File: src/rtl/regwrite_arbiter.sv
//==============================================================================
// Module      : regwrite_arbiter
// Description : Four-requester round-robin arbiter for one register-bank write
//               port. Each winner takes a GRANT cycle and then a WRITE cycle.
// Revision    : 1.0 - initial release
//==============================================================================
`default_nettype none

module regwrite_arbiter #(
    parameter int ZERO_DROP = 1
) (
    input  logic       clk,
    input  logic       reset,
    input  logic [3:0] req,
    input  logic [4:0] dest0,
    input  logic [4:0] dest1,
    input  logic [4:0] dest2,
    input  logic [4:0] dest3,
    output logic [1:0] sel,
    output logic [3:0] gnt,
    output logic       reg_wr,
    output logic [4:0] wr_addr,
    output logic       busy
);

    typedef enum logic [1:0] {
        IDLE  = 2'd0,
        GRANT = 2'd1,
        WRITE = 2'd2
    } state_t;

    state_t     r_state;
    state_t     w_state_next;
    logic [1:0] r_sel;
    logic [4:0] r_wr_addr;
    logic [1:0] r_last_served;

    logic [3:0] w_served_mask;
    logic [3:0] w_cand;
    logic       w_found;
    logic [1:0] w_winner;
    logic [1:0] w_idx;
    logic [4:0] w_dest;

    // The requester being served in WRITE is excluded from the next search,
    // since its req is still legally high during that cycle.
    always_comb begin
        w_served_mask = (r_state == WRITE) ? (4'b0001 << r_sel) : 4'b0000;
        w_cand        = req & ~w_served_mask;
        w_found       = 1'b0;
        w_winner      = r_last_served;
        w_idx         = r_last_served;
        for (int i = 0; i < 4; i++) begin
            w_idx = r_last_served + 2'(i + 1);
            if (!w_found && w_cand[w_idx]) begin
                w_found  = 1'b1;
                w_winner = w_idx;
            end
        end
    end

    always_comb begin
        case (w_winner)
            2'd0:    w_dest = dest0;
            2'd1:    w_dest = dest1;
            2'd2:    w_dest = dest2;
            default: w_dest = dest3;
        endcase
    end

    always_comb begin
        w_state_next = r_state;
        case (r_state)
            IDLE:    w_state_next = w_found ? GRANT : IDLE;
            GRANT:   w_state_next = WRITE;
            WRITE:   w_state_next = w_found ? GRANT : IDLE;
            default: w_state_next = IDLE;
        endcase
    end

    always_ff @(posedge clk) begin
        if (!reset) begin
            r_state       <= IDLE;
            r_sel         <= 2'd0;
            r_wr_addr     <= 5'd0;
            r_last_served <= 2'd3;
        end else begin
            r_state <= w_state_next;
            if (w_state_next == GRANT) begin
                r_sel     <= w_winner;
                r_wr_addr <= w_dest;
            end
            // Priority only advances once a grant commits to its WRITE cycle.
            if (r_state == GRANT) begin
                r_last_served <= r_sel;
            end
        end
    end

    assign sel     = r_sel;
    assign wr_addr = r_wr_addr;
    assign busy    = (r_state != IDLE);
    assign gnt     = (r_state == WRITE) ? (4'b0001 << r_sel) : 4'b0000;
    assign reg_wr  = (r_state == WRITE) && !((ZERO_DROP != 0) && (r_wr_addr == 5'd0));

endmodule

`default_nettype wire
File: config.mk
export PLATFORM = sky130hd
export DESIGN_NAME = regwrite_arbiter
export DESIGN_NICKNAME = d
export VERILOG_FILES = /design/src/rtl/regwrite_arbiter.sv
export SDC_FILE = /design/constraint.sdc
export NUM_CORES = 1
export LEC_CHECK = 0
export CORE_MARGIN = 8
export CORE_UTILIZATION = 35
export DETAILED_ROUTE_END_ITERATION = 7
export PLACE_DENSITY = 0.85
export REMOVE_ABC_BUFFERS = 1
export SLEW_MARGIN = 20
export SYNTH_ARGS = -nofsm -noshare
export SYNTH_HDL_FRONTEND = slang
export SYNTH_SLANG_ARGS = --single-unit
File: constraint.sdc
create_clock -name clk -period 1.92 [get_ports clk]
set_input_delay 0.384 -clock clk [delete_from_list [all_inputs] [get_ports clk]]
set_output_delay 0.384 -clock clk [all_outputs]
set_load 0.005 [all_outputs]
==> flow_summary.toml, run 1 <==
[run_status]
status = "finished, violations left"
violations = "negative setup slack"

[detailed_routing]
wl_per_cell_um = 17.0
drtPass1Iterations = 4
routed_via_density = 5.60
drt.antenna.violating_nets = 0
vias = 1036
drc_errors = 0
routed_wl_mm = 3.15
drt_iter0_drc = 92

[clock_network]
root_buffer = "clkbuf_4"
cts.sinks = 11
numCtsBuffers = 3
cts.clk_slew.worst_paths_ns = 0.07
hold_buffers = 0
htree_levels = 1
clock_latency_ns = 0.28
ctsLongestPathBuffers = 2
cts_tree = "done"

[sta]
max_freq_mhz = 508
fin_ws_ns = -0.0488
finalCritPeriodShare_pct = 103
layout_min_cycle_time_ns = 1.97
finalHoldViolations = 0
rsz0062_at_grt = "yes"
slew_viol_final = 0
worst_slew_pin_slew_ns = 0.365
finalClockSkew_ns = 0.00493
whs_ns = 0.510
fin_tns_setup_ns = -0.180
setup_viol = 5
relSlewSlack_pct = 75.6

[floorplanning]
num_rows = 17
die-area_sq_mm = 0.00400
chipWidth_um = 63.2
die_y_um = 63.2
core-area_sq_mm = 0.00217
num_io_pins = 39
start_util_pct = 36.0

[synth]
ys.warnings.count = 0
syn_area_sq_um = 781
yosys.cell_types.count = 33
ys_seq_area_share_pct = 28.2
synth_area_per_cell_sq_um = 7.97
syn_inst = 98
ys_ff_latch = 11

[global_routing]
grt_util_met2_pct = 25.0
grt.overflow.total = 0
grt_antenna_before_repair = 0
grt_use_met1_pct = 14.3
grt_pass1_wl_mm = 4.74
track_usage_pct = 14.4
use_met3_pct = 3.18
first_global_vias = 1048
top_usage_layer = "met2"
grt_max_degree = 11

[place]
numPortBuffers = 38
dp_hpwl_mm = 2.12
place.gp.congestion = 0.793
place_ws_ns = -0.465

[power_and_ir_drop]
irDropWorstVdd_uv = 301
total_leakage_power_nw = 0.675
power.density_mw_per_mm2 = 580
total_power_uw = 825

[final_layout]
diodes = 0
layout_common_cells = "clkdlybuf4s50_1, buf_4, nand2_1, dfxtp_1, inv_1"
seq_area_sq_um = 225
multiInputGateArea_sq_um = 561
fillers = 195
drive_gt1_share_pct = 26.1
layout_commonest_cell = "clkdlybuf4s50_1"
syn_to_final_growth_pct = 82.4
nets = 184
fin_util_pct = 65.6

[critical_path]
r2r_slack_ns = -0.05
crit_arrival_ns = 2.13
crit_required_ns = 2.08
worst_setup_path_start_kind = "flop"
r2r-end = "wr_addr[3]"
r2r_start = "sel[0]"
cp_max_fo = 8
ff2ff_path_depth = 7
crit_slowest_cell = "dfxtp_4"
crit_type = "flop to flop"
crit_start = "sel[0]"
crit_path_end = "wr_addr[3]"
critPathMaxStageDelay_ns = 0.35
end_kind = "flop"
crit_chain = "buf_6 -> mux2_4 -> o32a_1 -> a21o_4 -> and2_4 -> mux2i_1 -> o211ai_1"

[worst_hold_path]
min-delay-start = "wr_addr[0]"
hold_class = "flop to flop"

[job]
cap_violations = 0
cell families after synthesis:
logic type      synth area share, %
flops                          28.2
compound gates                 24.8
buf+inv                        8.65
simple gates                   27.4
mux                            10.9
metrics by stage:
stage,instances,instance area (sq um)
3_5_place_dp,171,1240
2_1_floorplan,94,743
5_1_grt,185,1420
6_report,185,1420
3_3_place_gp,171,1240
4_1_cts,180,1340
synthesized netlist by cell type, drive strengths merged:
cell     number  share of area [%]
a21boi        5                4.8
a21o          1               0.96
a21oi         2                1.3
a2bb2oi       1                1.1
a41oi         1                1.1
and2          2                1.9
and3          5                4.0
and4bb        1                1.6
buf           3                4.3
clkbuf        1               0.48
dfxtp        11                 28
inv           8                3.8
mux2          1                1.9
mux2i         7                9.0
nand2        11                5.3
nand2b        2                1.6
nand3         3                1.9
nand3b        1               0.96
nand4b        1                1.1
nand4bb       1                1.4
nor2          5                2.4
nor2b         1               0.80
nor3          3                1.9
nor4          1               0.80
o2111a        1                1.4
o211ai        7                6.7
o21a          1               0.96
o21ai         8                5.1
o32a          1                1.3
or2           1               0.80
or3           1               0.80
repair_timing:
action | in CTS | in global routing
pin swaps | 2 | 3
gates cloned | 0 | 1
endpoints found under the setup margin | 10 | 9
gates resized for setup | 13 | 12
setup buffers | 5 | 4
per-layer routing:
layer  share of wire, %  wire length (um)
met3                7.7               242
met4                6.4               201
met2                 48              1500
met5                  0                 0
met1                 38              1210
worst min path at each step:
stage / endpoint / slack [ns] / cells after the start
3_3_place_gp: wr_addr[1] / 0.49 / 2
6_report: wr_addr[0] / 0.51 / 2
3_5_place_dp: wr_addr[4] / 0.50 / 2
5_1_grt: wr_addr[0] / 0.53 / 2
2_1_floorplan: r_last_served[0] / 0.45 / 1
4_1_cts: wr_addr[4] / 0.51 / 2
cell type report:
class / instances / share of cell area, %
multi-input combinational: 75 / 39.4
timing repair buffer: 59 / 38.4
sequential: 11 / 15.8
tap: 28 / 2.46
inverter: 8 / 2.11
clock buffer: 4 / 1.85
worst max-delay path: cells and delay by family (launching register included):
kind	cells	cell delay, ns
buffers and inverters	1	0.12
AO/OA/AOI/OAI	3	0.71
multiplexers	2	0.45
AND/OR/NAND/NOR	1	0.20
flip-flops	1	0.35
power breakdown:
group,leakage [nW],internal [mW],switching [mW]
registers,0.0920,0.258,0.0307
clock network,0.0150,0.0808,0.0876
logic,0.568,0.216,0.151
total,0.675,0.556,0.270
sequential cells by signal, indices dropped and copies added (netlist names):
name,cells
wr_addr,5
r_last_served,2
r_state,2
sel,2
Note: power is estimated with default switching activity, not from simulation.
==> run 2, diff against run 1 <==
--- a/config.mk
+++ b/config.mk
@@ -10,6 +10,7 @@
 export DETAILED_ROUTE_END_ITERATION = 7
 export PLACE_DENSITY = 0.85
 export REMOVE_ABC_BUFFERS = 1
+export SETUP_SLACK_MARGIN = 0.5
 export SLEW_MARGIN = 20
 export SYNTH_ARGS = -nofsm -noshare
 export SYNTH_HDL_FRONTEND = slang
==> flow_summary.toml, run 2 (synthesis results as in run 1) <==
[place]
postPlaceCellArea_sq_mm = 0.00124
place_ws_ns = -0.465
place.gp.congestion = 0.793
dp_hpwl_mm = 2.12
numPortBuffers = 38

[clock_network]
htree_levels = 1
cts_tree = "done"
root_buffer = "clkbuf_4"
ctsLongestPathBuffers = 2
numCtsBuffers = 3
cts.clk_slew.worst_paths_ns = 0.07
hold_buffers = 0
clock_latency_ns = 0.27
cts.sinks = 11

[run_status]
status = "finished, violations left"
violations = "negative setup slack"

[critical_path]
worst_setup_path_start_kind = "flop"
crit_arrival_ns = 2.15
crit_required_ns = 2.07
crit_type = "flop to flop"
cp_max_fo = 8
end_kind = "flop"

[global_routing]
grt_antenna_before_repair = 0
grt_pass1_wl_mm = 5.00
track_usage_pct = 15.4
grt_max_degree = 11
grt.overflow.total = 0
first_global_vias = 1077

[power_and_ir_drop]
irDropWorstVdd_uv = 289
total_power_uw = 847
power.density_mw_per_mm2 = 562
combPwrFrac_pct = 46.3
pwr-share-clk_pct = 19.2
p_sw_uw = 278
total_leakage_power_nw = 0.718
internal_power_uw = 570
p_sw_share_pct = 32.8
seq_power_share_pct = 34.6

[final_layout]
layout_common_cells = "clkdlybuf4s50_1, buf_4, nand2_1, buf_6, o211ai_1"
fin_area_sq_mm = 0.00151
drive_gt1_share_pct = 38.7
layout_commonest_cell = "clkdlybuf4s50_1"
nets = 190
syn_to_final_growth_pct = 93.1
diodes = 0
fin_util_pct = 69.5
fillers = 173
largest_reg_flops = 5

[detailed_routing]
routed_wl_mm = 3.23
routed_via_density = 5.28
drt_iter0_drc = 26
drt.antenna.violating_nets = 0
drtPass1Iterations = 4
wl_per_cell_um = 16.9
vias = 1008
drc_errors = 0

[sta]
worst_slew_pin_slew_ns = 0.338
max_freq_mhz = 499
finalCritPeriodShare_pct = 104
fin_ws_ns = -0.0835
relSlewSlack_pct = 77.4
layout_min_cycle_time_ns = 2.00
slew_viol_final = 0
finalHoldViolations = 0
rsz0062_at_grt = "yes"
setup_viol = 5
finalClockSkew_ns = 0.00498

[floorplanning]
num_io_pins = 39
die_y_um = 63.2
die-area_sq_mm = 0.00400
core-area_sq_mm = 0.00217
num_rows = 17
chipWidth_um = 63.2
start_util_pct = 36.0

[job]
cap_violations = 0

[worst_hold_path]
hold_class = "flop to flop"
## run 2: changes by cell type in the layout (fill, tap and decap cells not counted), moves of 2 or more
cell and change:
buf_6 +9, dfxtp_2 +4, dfxtp_1 -5, inv_2 +3, buf_2 +3, inv_1 -3, nor3_1 -2, clkdlybuf4s50_1 -8
## run 2: path summary, 6_finish.rpt
path | start | endpoint | slack, ns | cells after the start
hold / removal | wr_addr[4] | wr_addr[4] | 0.49 | 2
setup reg to reg | sel[0] | wr_addr[3] | -0.08 | 7
hold reg to reg | wr_addr[4] | wr_addr[4] | 0.49 | 2
setup / recovery | sel[0] | wr_addr[3] | -0.08 | 7
## run 2: stage by stage
step / TNS (ns) / hold WS [ns] / std cells
floorplan: 0 / 0.446 / 94
global placement: -2.53 / 0.491 / 171
detailed placement: -2.81 / 0.498 / 171
CTS: -0.0476 / 0.487 / 186
global route: -0.583 / 0.524 / 191
finish: -0.234 / 0.489 / 191
## run 2: timing repair
action | 4_1_cts | 5_1_grt
cloned | 0 | 1
setup endpoints to repair | 21 | 17
pin swaps | 6 | 8
setup buffers | 11 | 4
resized for setup | 52 | 21
## run 2: area by class of cell
type                    count  area [sq um]  area share (%)
clock buffers               4          26.3            1.74
multi-input cells          75           581            38.5
well taps                  28          35.0            2.32
flip-flops and latches     11           234            15.5
repair buffers             65           602            39.9
inverters                   8          30.0            1.99
## run 2: per-layer routing
metal  share of wire [%]  vias up  global-route usage (%)
met4                 4.4        0                    11.7
met2                  51       46                    28.4
met1                  39      466                    14.4
met5                   0        -                       0
li1                    -      483                       -
met3                 5.3       13                    3.18
## run 2: power groups by stage
stage | Combinational (mW) | Clock (mW) | Sequential (mW)
3_3_place_gp | 0.301 | 0 | 0.290
3_5_place_dp | 0.309 | 0 | 0.292
2_1_floorplan | 0.137 | 0 | 0.291
4_1_cts | 0.349 | 0.162 | 0.289
6_report | 0.392 | 0.162 | 0.293
5_1_grt | 0.417 | 0.176 | 0.297
## run 2: critical path, stage by stage (launching register included)
cell	delay (ns)
dfxtp_4	0.36
buf_6	0.12
mux2_4	0.28
o32a_1	0.35
a21o_4	0.25
and2_4	0.20
mux2i_1	0.20
o211ai_1	0.11
==> run 3, diff against run 2 <==
==> constraint.sdc (replaced) <==
create_clock -name clk -period 1.8 [get_ports clk]
set_input_delay 0.36 -clock clk [delete_from_list [all_inputs] [get_ports clk]]
set_output_delay 0.36 -clock clk [all_outputs]
set_load 0.005 [all_outputs]
==> flow_summary.toml, run 3 (synthesis results as in run 1) <==
[sta]
worst_slew_pin_slew_ns = 0.438
layout_min_cycle_time_ns = 2.01
fin_ws_ns = -0.212
finalClockSkew_ns = 0.00126
finalHoldViolations = 0
rsz0062_at_grt = "yes"
setup_viol = 5
relSlewSlack_pct = 70.7
max_freq_mhz = 497
finalCritPeriodShare_pct = 112
slew_viol_final = 0

[global_routing]
grt_max_degree = 9
grt_use_met1_pct = 12.2
track_usage_pct = 13.3
grt_antenna_before_repair = 0
use_met3_pct = 4.24
top_usage_layer = "met2"
first_global_vias = 1028
grt_pass1_wl_mm = 4.44
grt.overflow.total = 0
grt_util_met2_pct = 25.2

[floorplanning]
die_y_um = 63.2
chipWidth_um = 63.2
num_rows = 17
start_util_pct = 36.0
num_io_pins = 39
core-area_sq_mm = 0.00217
die-area_sq_mm = 0.00400

[critical_path]
crit_slowest_cell = "o211ai_1"
crit_arrival_ns = 2.17
cp_max_fo = 5
worst_setup_path_start_kind = "input port"
critPathTopFamily = "compound AO/OA/AOI/OAI gates"
crit_type = "input port to flop"
crit_required_ns = 1.95
crit_chain = "dlygate4sd2_1 -> mux2_4 -> o32a_1 -> buf_4 -> o211ai_1 -> inv_1 -> nand2_2 -> o211ai_1"
critPathMaxStageDelay_ns = 0.39
end_kind = "flop"
crit_buf_inv = 3
crit_top_cell = "o211ai_1"

[detailed_routing]
drt_iter0_drc = 43
wl_per_cell_um = 15.4
vias = 959
drtPass1Iterations = 4
routed_via_density = 5.18
drt.antenna.violating_nets = 0
drc_errors = 0
routed_wl_mm = 2.85

[clock_network]
root_buffer = "clkbuf_4"
hold_buffers = 0
cts.sinks = 11
cts_tree = "done"
ctsLongestPathBuffers = 2
numCtsBuffers = 3
htree_levels = 1
cts.clk_slew.worst_paths_ns = 0.07
clock_latency_ns = 0.27

[final_layout]
seq_area_sq_um = 239
diodes = 0
layout_commonest_cell = "clkdlybuf4s50_1"
fillers = 188
drive_gt1_share_pct = 35.0
syn_to_final_growth_pct = 80.9
largest_reg_flops = 5
multiInputGateArea_sq_um = 569
layout_common_cells = "clkdlybuf4s50_1, buf_4, nand2_1"
nets = 184

[run_status]
violations = "negative setup slack"
status = "finished, violations left"

[place]
dp_hpwl_mm = 2.07
place_ws_ns = -0.561
place.gp.congestion = 0.806
numPortBuffers = 38

[job]
cap_violations = 0

[power_and_ir_drop]
total_leakage_power_nw = 0.668
irDropWorstVdd_uv = 335
total_power_uw = 867
power.density_mw_per_mm2 = 614

[worst_hold_path]
hold_class = "flop to flop"
[run 3: layer usage]
metal  up-vias  wire length (um)
met5         -                 0
met4         0                87
met3         9               202
met2        45              1450
met1       432              1110
li1        473                 -
[run 3: worst paths after layout]
kind                    from          to  slack (ns)  cells after the start
setup reg to reg      sel[0]  wr_addr[2]       -0.21                      7
hold reg to reg   wr_addr[4]  wr_addr[4]        0.50                      2
hold / removal    wr_addr[4]  wr_addr[4]        0.50                      2
setup / recovery      req[1]  wr_addr[2]       -0.21                      8
[run 3: worst reg2reg max path, cell delays in order (launching register included)]
cell,delay (ns)
dfxtp_4,0.36
mux2_4,0.29
o32a_1,0.31
buf_4,0.15
o211ai_1,0.39
inv_1,0.14
nand2_2,0.14
o211ai_1,0.11
[run 3: metrics by stage]
stage | cell area [sq um] | hold WS, ns | utilization, % | TNS, ns | cells
2_1_floorplan | 743 | 0.422 | - | -0.364 | 94
3_3_place_gp | 1260 | 0.490 | 57.9 | -3.26 | 173
3_5_place_dp | 1260 | 0.501 | 57.9 | -3.57 | 173
4_1_cts | 1360 | 0.496 | 62.8 | -0.493 | 184
5_1_grt | 1410 | 0.522 | 65.1 | -1.70 | 185
6_report | 1410 | 0.500 | 65.1 | -1.03 | 185
[run 3: final cells by class]
class | count | share of cell area, %
inverter | 8 | 2.13
sequential | 11 | 16.9
tap | 28 | 2.48
timing repair buffer | 59 | 36.3
clock buffer | 4 | 1.86
multi-input combinational | 75 | 40.3
[run 3: repair_timing]
| item | in CTS | in global routing |
|---|---|---|
| pin swaps | 7 | 6 |
| setup endpoints to repair | 21 | 15 |
| cloned | 0 | 0 |
| buffers inserted | 7 | 1 |
| hold endpoints to repair | 0 | 0 |
| resized for setup | 59 | 11 |
[run 3: power breakdown]
| part | leakage (nW) | total (mW) | internal (mW) | switching [mW] |
|---|---|---|---|---|
| Combinational | 0.558 | 0.379 | 0.223 | 0.156 |
| Clock | 0.0150 | 0.172 | 0.0860 | 0.0859 |
| Sequential | 0.0950 | 0.316 | 0.279 | 0.0363 |
